==> src/rtl/vga_pkg.sv <==
// Shared VGA raster constants, colour width and scheduler FSM encoding.
package vga_pkg;

  localparam int unsigned H_ACTIVE_DEF = 800;
  localparam int unsigned V_ACTIVE_DEF = 600;
  localparam int unsigned RGB_W        = 12;

  localparam logic [2:0] BG_IDX = 3'd7;

  localparam logic [1:0] WAIT_VB = 2'd0;
  localparam logic [1:0] STEP    = 2'd1;
  localparam logic [1:0] HOLD    = 2'd2;

endpackage

==> src/rtl/sprite_prio_enc.sv <==
// Lowest-set-bit priority encoder: bit 0 wins; valid is low when no bit is set.
module sprite_prio_enc #(
  parameter int unsigned N = 4
) (
  input  logic [N-1:0] req,
  output logic [2:0]   idx,
  output logic         valid
);

  always_comb begin
    idx   = 3'd0;
    valid = 1'b0;
    // Scan high to low so the last hit recorded is the lowest index.
    for (int i = N - 1; i >= 0; i--) begin
      if (req[i]) begin
        idx   = 3'(i);
        valid = 1'b1;
      end
    end
  end

endmodule

==> src/rtl/sprite_scheduler.sv <==
// Frame step scheduler and fixed-priority sprite compositor for the VGA raster.
// Optional per-frame collision latch is built when SPRITE_COLLIDE_EN is defined.
module sprite_scheduler
  import vga_pkg::*;
#(
  parameter int unsigned NUM_SPR  = 4,
  parameter int unsigned H_ACTIVE = H_ACTIVE_DEF,
  parameter int unsigned V_ACTIVE = V_ACTIVE_DEF,
  parameter int unsigned STEP_DIV = 1
) (
  input  logic                     clk,
  input  logic                     reset,
  input  logic [10:0]              X,
  input  logic [10:0]              Y,
  input  logic [NUM_SPR-1:0]       sprYes,
  input  logic [RGB_W*NUM_SPR-1:0] sprRGB,
  input  logic [RGB_W-1:0]         bgRGB,
  input  logic                     pause,
  input  logic                     stepOnce,
  output logic                     step,
  output logic [3:0]               red,
  output logic [3:0]               green,
  output logic [3:0]               blue,
  output logic [2:0]               hitIdx,
  output logic [NUM_SPR-1:0]       collide,
  output logic [3:0]               frameCnt
);

  logic             active, vb_entry;
  logic [2:0]       win_idx;
  logic             win_valid;
  logic [RGB_W-1:0] win_rgb, rgb_d, rgb_q;
  logic [2:0]       hit_d, hit_q;
  logic [1:0]       state_d, state_q;
  logic [3:0]       cnt_d, cnt_q;
  logic             latch_d, latch_q, so_prev_q;

  assign active   = (X < 11'(H_ACTIVE)) && (Y < 11'(V_ACTIVE));
  assign vb_entry = (X == 11'd0) && (Y == 11'(V_ACTIVE));

  sprite_prio_enc #(
    .N (NUM_SPR)
  ) u_enc (
    .req   (sprYes),
    .idx   (win_idx),
    .valid (win_valid)
  );

  always_comb begin
    win_rgb = bgRGB;
    for (int i = 0; i < NUM_SPR; i++) begin
      if (win_idx == 3'(i)) win_rgb = sprRGB[RGB_W*i +: RGB_W];
    end
  end

  always_comb begin
    rgb_d = '0;
    hit_d = BG_IDX;
    if (active) begin
      if (win_valid) begin
        rgb_d = win_rgb;
        hit_d = win_idx;
      end else begin
        rgb_d = bgRGB;
      end
    end
  end

  always_comb begin
    state_d = state_q;
    cnt_d   = cnt_q;
    latch_d = latch_q;
    if (!pause) begin
      latch_d = 1'b0;
    end else if (stepOnce && !so_prev_q) begin
      latch_d = 1'b1;
    end
    case (state_q)
      WAIT_VB: begin
        if (vb_entry) begin
          // While paused the frame counter freezes; only a latched single-step fires.
          if (pause) begin
            if (latch_q) begin
              state_d = STEP;
              latch_d = 1'b0;
            end
          end else if ({1'b0, cnt_q} + 5'd1 == 5'(STEP_DIV)) begin
            state_d = STEP;
            cnt_d   = 4'd0;
          end else if (cnt_q != 4'hF) begin
            cnt_d = cnt_q + 4'd1;
          end
        end
      end
      STEP:    state_d = HOLD;
      HOLD:    if (Y < 11'(V_ACTIVE)) state_d = WAIT_VB;
      default: state_d = WAIT_VB;
    endcase
  end

  always_ff @(posedge clk or negedge reset) begin
    if (!reset) begin
      state_q   <= WAIT_VB;
      cnt_q     <= 4'd0;
      latch_q   <= 1'b0;
      so_prev_q <= 1'b0;
      rgb_q     <= '0;
      hit_q     <= BG_IDX;
    end else begin
      state_q   <= state_d;
      cnt_q     <= cnt_d;
      latch_q   <= latch_d;
      so_prev_q <= stepOnce;
      rgb_q     <= rgb_d;
      hit_q     <= hit_d;
    end
  end

  assign step              = (state_q == STEP);
  assign {red, green, blue} = rgb_q;
  assign hitIdx            = hit_q;
  assign frameCnt          = cnt_q;

`ifdef SPRITE_COLLIDE_EN
  logic [NUM_SPR-1:0] col_q;
  logic               multi;

  assign multi = |(sprYes & (sprYes - NUM_SPR'(1)));

  // Clearing on the step cycle takes priority and drops that cycle's hits.
  always_ff @(posedge clk or negedge reset) begin
    if (!reset) begin
      col_q <= '0;
    end else if (step) begin
      col_q <= '0;
    end else if (active && multi) begin
      col_q <= col_q | sprYes;
    end
  end

  assign collide = col_q;
`else
  assign collide = '0;
`endif

endmodule

==> config.mk <==
export PLATFORM = sky130hd
export DESIGN_NAME = sprite_scheduler
export DESIGN_NICKNAME = d
export VERILOG_FILES = /design/src/rtl/vga_pkg.sv /design/src/rtl/sprite_prio_enc.sv /design/src/rtl/sprite_scheduler.sv
export SDC_FILE = /design/constraint.sdc
export NUM_CORES = 1
export LEC_CHECK = 0
export CELL_PAD_IN_SITES_DETAIL_PLACEMENT = 0
export CELL_PAD_IN_SITES_GLOBAL_PLACEMENT = 1
export CORE_ASPECT_RATIO = 1.25
export CORE_MARGIN = 2
export CORE_UTILIZATION = 46
export DETAILED_ROUTE_END_ITERATION = 16
export DONT_BUFFER_PORTS = 1
export PLACE_DENSITY = 0.92
export SYNTH_ARGS = -nofsm -noshare
export SYNTH_HDL_FRONTEND = slang
export SYNTH_SLANG_ARGS = --single-unit
==> constraint.sdc <==
create_clock -name clk -period 2.2 [get_ports clk]
set_input_delay 0.22 -clock clk [delete_from_list [all_inputs] [get_ports clk]]
set_output_delay 0.22 -clock clk [all_outputs]
set_load 0.005 [all_outputs]
Word level (Yosys, flattened, before mapping)
Cells that the tools add are included.

storage, ports and cells
  register bits after elaboration = 23
  output and inout bits = 24
  logic and storage cells = 63
  bits of input ports = 90

operators by class
  multiplexer cells = 30
  bitwise gates (word level) = 1
  $lt $le $gt $ge = 2
  reductions and logical operators = 10
  eq/ne operators = 12
  add/sub/neg operators = 2

operators by type and width
  operator              number
  $mux 12               6
  $lt 11x10->1 const B  2
  $mux 2                9
  $eq 11x10->1 const B  1
  $logic_not 11->1      1
  $mux 1                10
  $mux 4                2
  $reduce_and 4->1      2
  $eq 3x2->1 const B    2
  $mux 3                2
  $ne 3x3->1 const B    2
  $pmux 2 s3            1
  $add 4x1->5 const B   1
  $eq 5x1->1 const B    1
  $add 4x1->4 const B   1
  $ne 2x2->1 const B    2
  $ne 4x4->1 const B    1
  $eq 3x1->1 const B    1
  $logic_and 1x1->1     3
  $logic_not 3->1       1
  $eq 2x1->1 const B    1
  $eq 2x2->1 const B    1
  $logic_not 2->1       1
  $reduce_bool 2->1     1
  2 further kinds       2

Longest topological paths before layout
  depth after elaboration = 11
  mapped depth = 6

By module
A second synthesis with hierarchy kept.

second synthesis, totals
  cells, all modules = 147
  area, all modules = 1,491.4 um^2

modules (own cells, without submodules)
  module            instances  cells an instance  area each (um^2)  sequential area each (um^2)
  sprite_scheduler  1          138                1,445.1           579.3
  sprite_prio_enc   1          9                  46.3              0.0

Least setup slack after synthesis
No wires, ideal clock.

  kind = register to register
  start = register state_q[0]
  end = register cnt_q[0], in the netlist frameCnt[0]
  setup time = 125 ps
  setup slack = 712 ps
  data required time = 2,075 ps
  arrival time = 1,363 ps
  stages on the path, launching flop included = 5
  period minus slack after synthesis = 1,488 ps
  path buffers = 0
  cell sequence = dfrtp_1 > nor4b_1 > nand4b_1 > nor2_1 > mux2_2

on the way
  word-level cells in the longest chain between the ends = 2

ends and longest elaborated chain
  element                     RTL line                 source
  from (decl)                 sprite_scheduler.sv:34   logic [1:0] state_d, state_q;
  from (signal assigned)      sprite_scheduler.sv:110  state_q <= state_d;
  $logic_not 2->1             sprite_scheduler.sv:78   case (state_q)
  $reduce_and 4->1 (no line)  -
  to (signal assigned)        sprite_scheduler.sv:111  cnt_q <= cnt_d;
  to (decl)                   sprite_scheduler.sv:35   logic [3:0] cnt_d, cnt_q;

Every way passes these cells.
A chain may end at the register's enable or synchronous reset.

Final worst setup path
Ends and elaborated chain as after synthesis.

==> run summary <==
The run finished with clean final reports. The number of antenna violations at the first check in global routing was 0; the final net count was 270. After technology mapping, the gate count stands at 184.

During placement, the flow inserted port buffers numbering 0. The count of hold-fix buffers inserted at cts was 2; the DRC marker count from the first detailed-route iteration was 105. Maximum cell stage delay along the critical path: 0.40 ns. After clock tree synthesis, the clock-pin slew on the worst setup and hold paths is 0.07 ns. The shortest period the worst path allows came out at 1.75 ns. The tools report the via count of the first global-routing pass as 1398. The slowest stage of the critical path is the dfrtp_1 cell. The area overhead of the layout relative to synthesis works out to 2.28%.

The run gives 0 as the number of hold-slack violations in the final timing report. In this run the critical register-to-register path is launched from state_q[0]. The first global-routing pass estimated 6610 um of wire. The first detailed-routing pass took 4 iterations.

The data arrival time of the critical path is 1.89 ns, and the total routed wirelength is 4220 um. The summed instance area of the synthesized netlist was 1590 um2; the number of top-level design ports was 114. In this run the worst path has a maximum fanout of 5.

The capturing point of the worst reg2reg path was frameCnt[0]. Cell class contributing the biggest share of worst-path delay: simple AND/OR/NAND/NOR gates. For this run, the register share of the synthesized area comes to 36.5%. For the buffer depth of the longest clock path, the log shows 2. The finished cells cover 1630 um2. In this run the most critical hold path is launched from bgRGB[11]. The run gives 0 as the number of antenna repair diodes. In the final routed layout, each cell accounts on average for 19.7 um. The buffering stage count on the worst path with inverters included was 0.

After floorplanning, the core was sized to cover 3250 um2. The tools report the total number of vias as 1437. STA classifies the critical path startpoint as a register. The HPWL after detailed placement is 3380 um.

The leakage dissipation was 0.629 nW; the height of the chip was 69.7 um. The run gives 23 as the row count. Setup repair after global routing left no endpoint under its margin. The synthesized flop and latch total is 23, and the average footprint of a synthesized cell is 8.64 um2. Setup violations remaining at the end of the flow were counted as 0. The number of stages on the worst hold path is 2. The worst slew margin relative to its limit was 36.2%. For the initial cell density of the core, the log shows 48.9%. The endpoint type of the worst setup path was a register.

Of the available clock period, the critical path in the final layout requires 79.5%. Clock tree synthesis inserted a total of 3 buffers. For this run, the number of Yosys warnings is 0. The detail route stage leaves a number of antenna-violating nets equal to 0. The tools report the root cell of the clock tree as clkbuf_8. The post-cts gate resize count was 0. The synthesized netlist contains 42 unique library cells. Data on the critical path is required at its endpoint by 2.34 ns. Buffers added to address setup during post-CTS repair amount to 0. In the post-route analysis, the smallest setup slack over all paths is 0.452 ns. The type of the worst setup path was reg2reg. The tree built by TritonCTS fans out to 23 sinks. The run gives 0 ns as the final-layout setup total negative slack. Clock latency on the worst-skew pair, taken at its later pin, is 0.25 ns. Traced cell by cell, the critical path runs through nor4b_1 -> nand4b_1 -> nor2_1 -> mux2_2. The part of the power in the clock network was 30.6%; the die footprint was 3940 um2. The tool flagged a number of max-cap violations equal to 0. The level count of the clock H-tree is 1, and the final worst clock skew is 0.00157 ns.

Sequential cells burn 55.5% of the power. The tools report the number of max-slew violations in the final report as 0. For the pin with the worst max-slew slack, the measured transition is 0.954 ns. For this run, the top clock speed supported by timing is 572 MHz.

The power share of the combinational group was 14.0%. The total power per unit cell area was 493 nW/um2; the average via count per standard cell was 6.71. For this run, the total global-route usage over all layers was measured as 21.0%.

The cell area after placement was 1560 um2. For flop-to-flop paths, the worst setup slack is 0.45 ns. The run gives 24 as the largest net degree at the start of global routing. The filler cells instantiated in the layout total 312. The total overflow left after global routing is 0. Counting buffers and inverters, the worst setup path is 4 cells deep. The tightest min-delay check is of the in2reg type. The tools report the placer congestion estimate as 0.913.

The critical path launch point was state_q[0]. OpenSTA, run right after detailed placement, puts the worst setup slack at 0.457 ns. From left edge to right edge, the die measures 56.6 um. The net switching power of the design was 0.000190 W; the count of cells along the worst register-to-register path was 4. Following the worst setup path forward leads to its endpoint at frameCnt[0]. The switching part of the total works out to 23.7%.

TritonCTS built the clock tree. Post-detailed-route DRC marker count: 0. Of the cells placed in the final design, the portion with a size suffix greater than 1 is 13.6%. Across the VDD grid, the largest voltage drop is 233 uV. The internal power component was 0.000612 W.
[Yosys cell counts, drive strengths merged]
cell | instances | area (um2)
o21ai | 32 | 164
dfrtp | 20 | 500
a21oi | 13 | 65.1
nor2b | 13 | 81.3
a211oi | 12 | 135
o22ai | 10 | 62.6
inv | 9 | 33.8
buf | 8 | 56.3
clkbuf | 8 | 30.0
nand2 | 7 | 26.3
nor2 | 6 | 22.5
a21o | 4 | 30.0
nor3 | 4 | 20.0
or2 | 4 | 25.0
dfstp | 3 | 78.8
nor4 | 3 | 18.8
a31oi | 2 | 12.5
ha | 2 | 25.0
mux2 | 2 | 22.5
nand2b | 2 | 12.5
nand3 | 2 | 10.0
nand4 | 2 | 12.5
nor4b | 2 | 17.5
o221ai | 2 | 17.5
a2111oi | 1 | 8.76
a21boi | 1 | 7.51
a311oi | 1 | 15.0
conb | 1 | 3.75
nand4b | 1 | 8.76
o21bai | 1 | 7.51
o31ai | 1 | 7.51
or3 | 1 | 11.3
or4 | 1 | 11.3
or4b | 1 | 10.0
xnor2 | 1 | 8.76
xor2 | 1 | 8.76
[power groups by stage]
stage	clock [W]	sequential [W]	combinational (W)
finish	0.000245	0.000445	0.000112
global route	0.000274	0.000445	0.000126
CTS	0.000255	0.000445	0.000111
detailed placement	0	0.000453	0.000100
global placement	0	0.000453	0.0000972
floorplan	0	0.000450	0.000101
[flip-flops by register name (all words and copies together) (netlist names)]
name / count
so_prev_q: 1
latch_q: 1
rgb_q: 12
state_q: 2
hitIdx: 3
frameCnt: 4
[layer usage]
layer	up-vias	wire length, um	global-route usage [%]
li1	656	-	-
met1	658	1580	26.1
met2	121	2170	37.0
met3	2	435	2.80
met4	0	34	6.61
met5	-	0	0
[kinds of logic after synthesis]
logic type               Yosys count  synth area share [%]
flip-flops                        23                  36.5
AO/OA/AOI/OAI                     80                  33.5
adder cells (fa/ha/maj)            2                  1.57
multiplexers                       2                  1.42
XOR/XNOR                           2                  1.10
buffers and inverters             25                  7.56
AND/OR/NAND/NOR                   49                  18.1
other                              1                 0.236
[cells in the final DEF (no fill, tap or decap), types with 6 or more instances in the layout]
| cell | instances |
|---|---|
| o21ai_0 | 30 |
| dfrtp_1 | 20 |
| nor2b_1 | 13 |
| a21oi_1 | 13 |
| o22ai_1 | 10 |
| inv_1 | 9 |
| a211oi_2 | 9 |
| nand2_1 | 7 |
| nor2_1 | 6 |
[worst register-to-register path, delay by kind of cell (launching register included)]
kind / cells / cell delay [ns]
flops: 1 / 0.40
mux: 1 / 0.37
simple gates: 3 / 0.86
[how the worst min path moves through the flow]
stage / endpoint / slack (ns)
5_1_grt: latch_q / 0.09
3_3_place_gp: rgb_q[5] / -0.08
4_1_cts: rgb_q[11] / 0.09
6_report: rgb_q[11] / 0.1
3_5_place_dp: rgb_q[3] / -0.08
2_1_floorplan: frameCnt[0] / -0.08
[through the flow]
stage	std cells	power, W	hold WS, ns	util [%]
2_1_floorplan	187	0.000551	-0.0756	-
3_3_place_gp	208	0.000550	-0.0751	48.0
3_5_place_dp	208	0.000553	-0.0750	48.0
4_1_cts	214	0.000811	0.0911	50.0
5_1_grt	214	0.000845	0.0917	50.0
6_report	214	0.000802	0.0992	50.0
[final cells by class]
class / count / area [um2] / area share (%)
Inverter: 9 / 33.8 / 2.08
Multi-Input combinational cell: 139 / 901 / 55.4
Timing Repair Buffer: 2 / 20.0 / 1.23
Sequential cell: 23 / 579 / 35.6
Tap cell: 37 / 46.3 / 2.85
Clock buffer: 4 / 45.0 / 2.77
No activity file was read; power rests on OpenSTA's default activity.
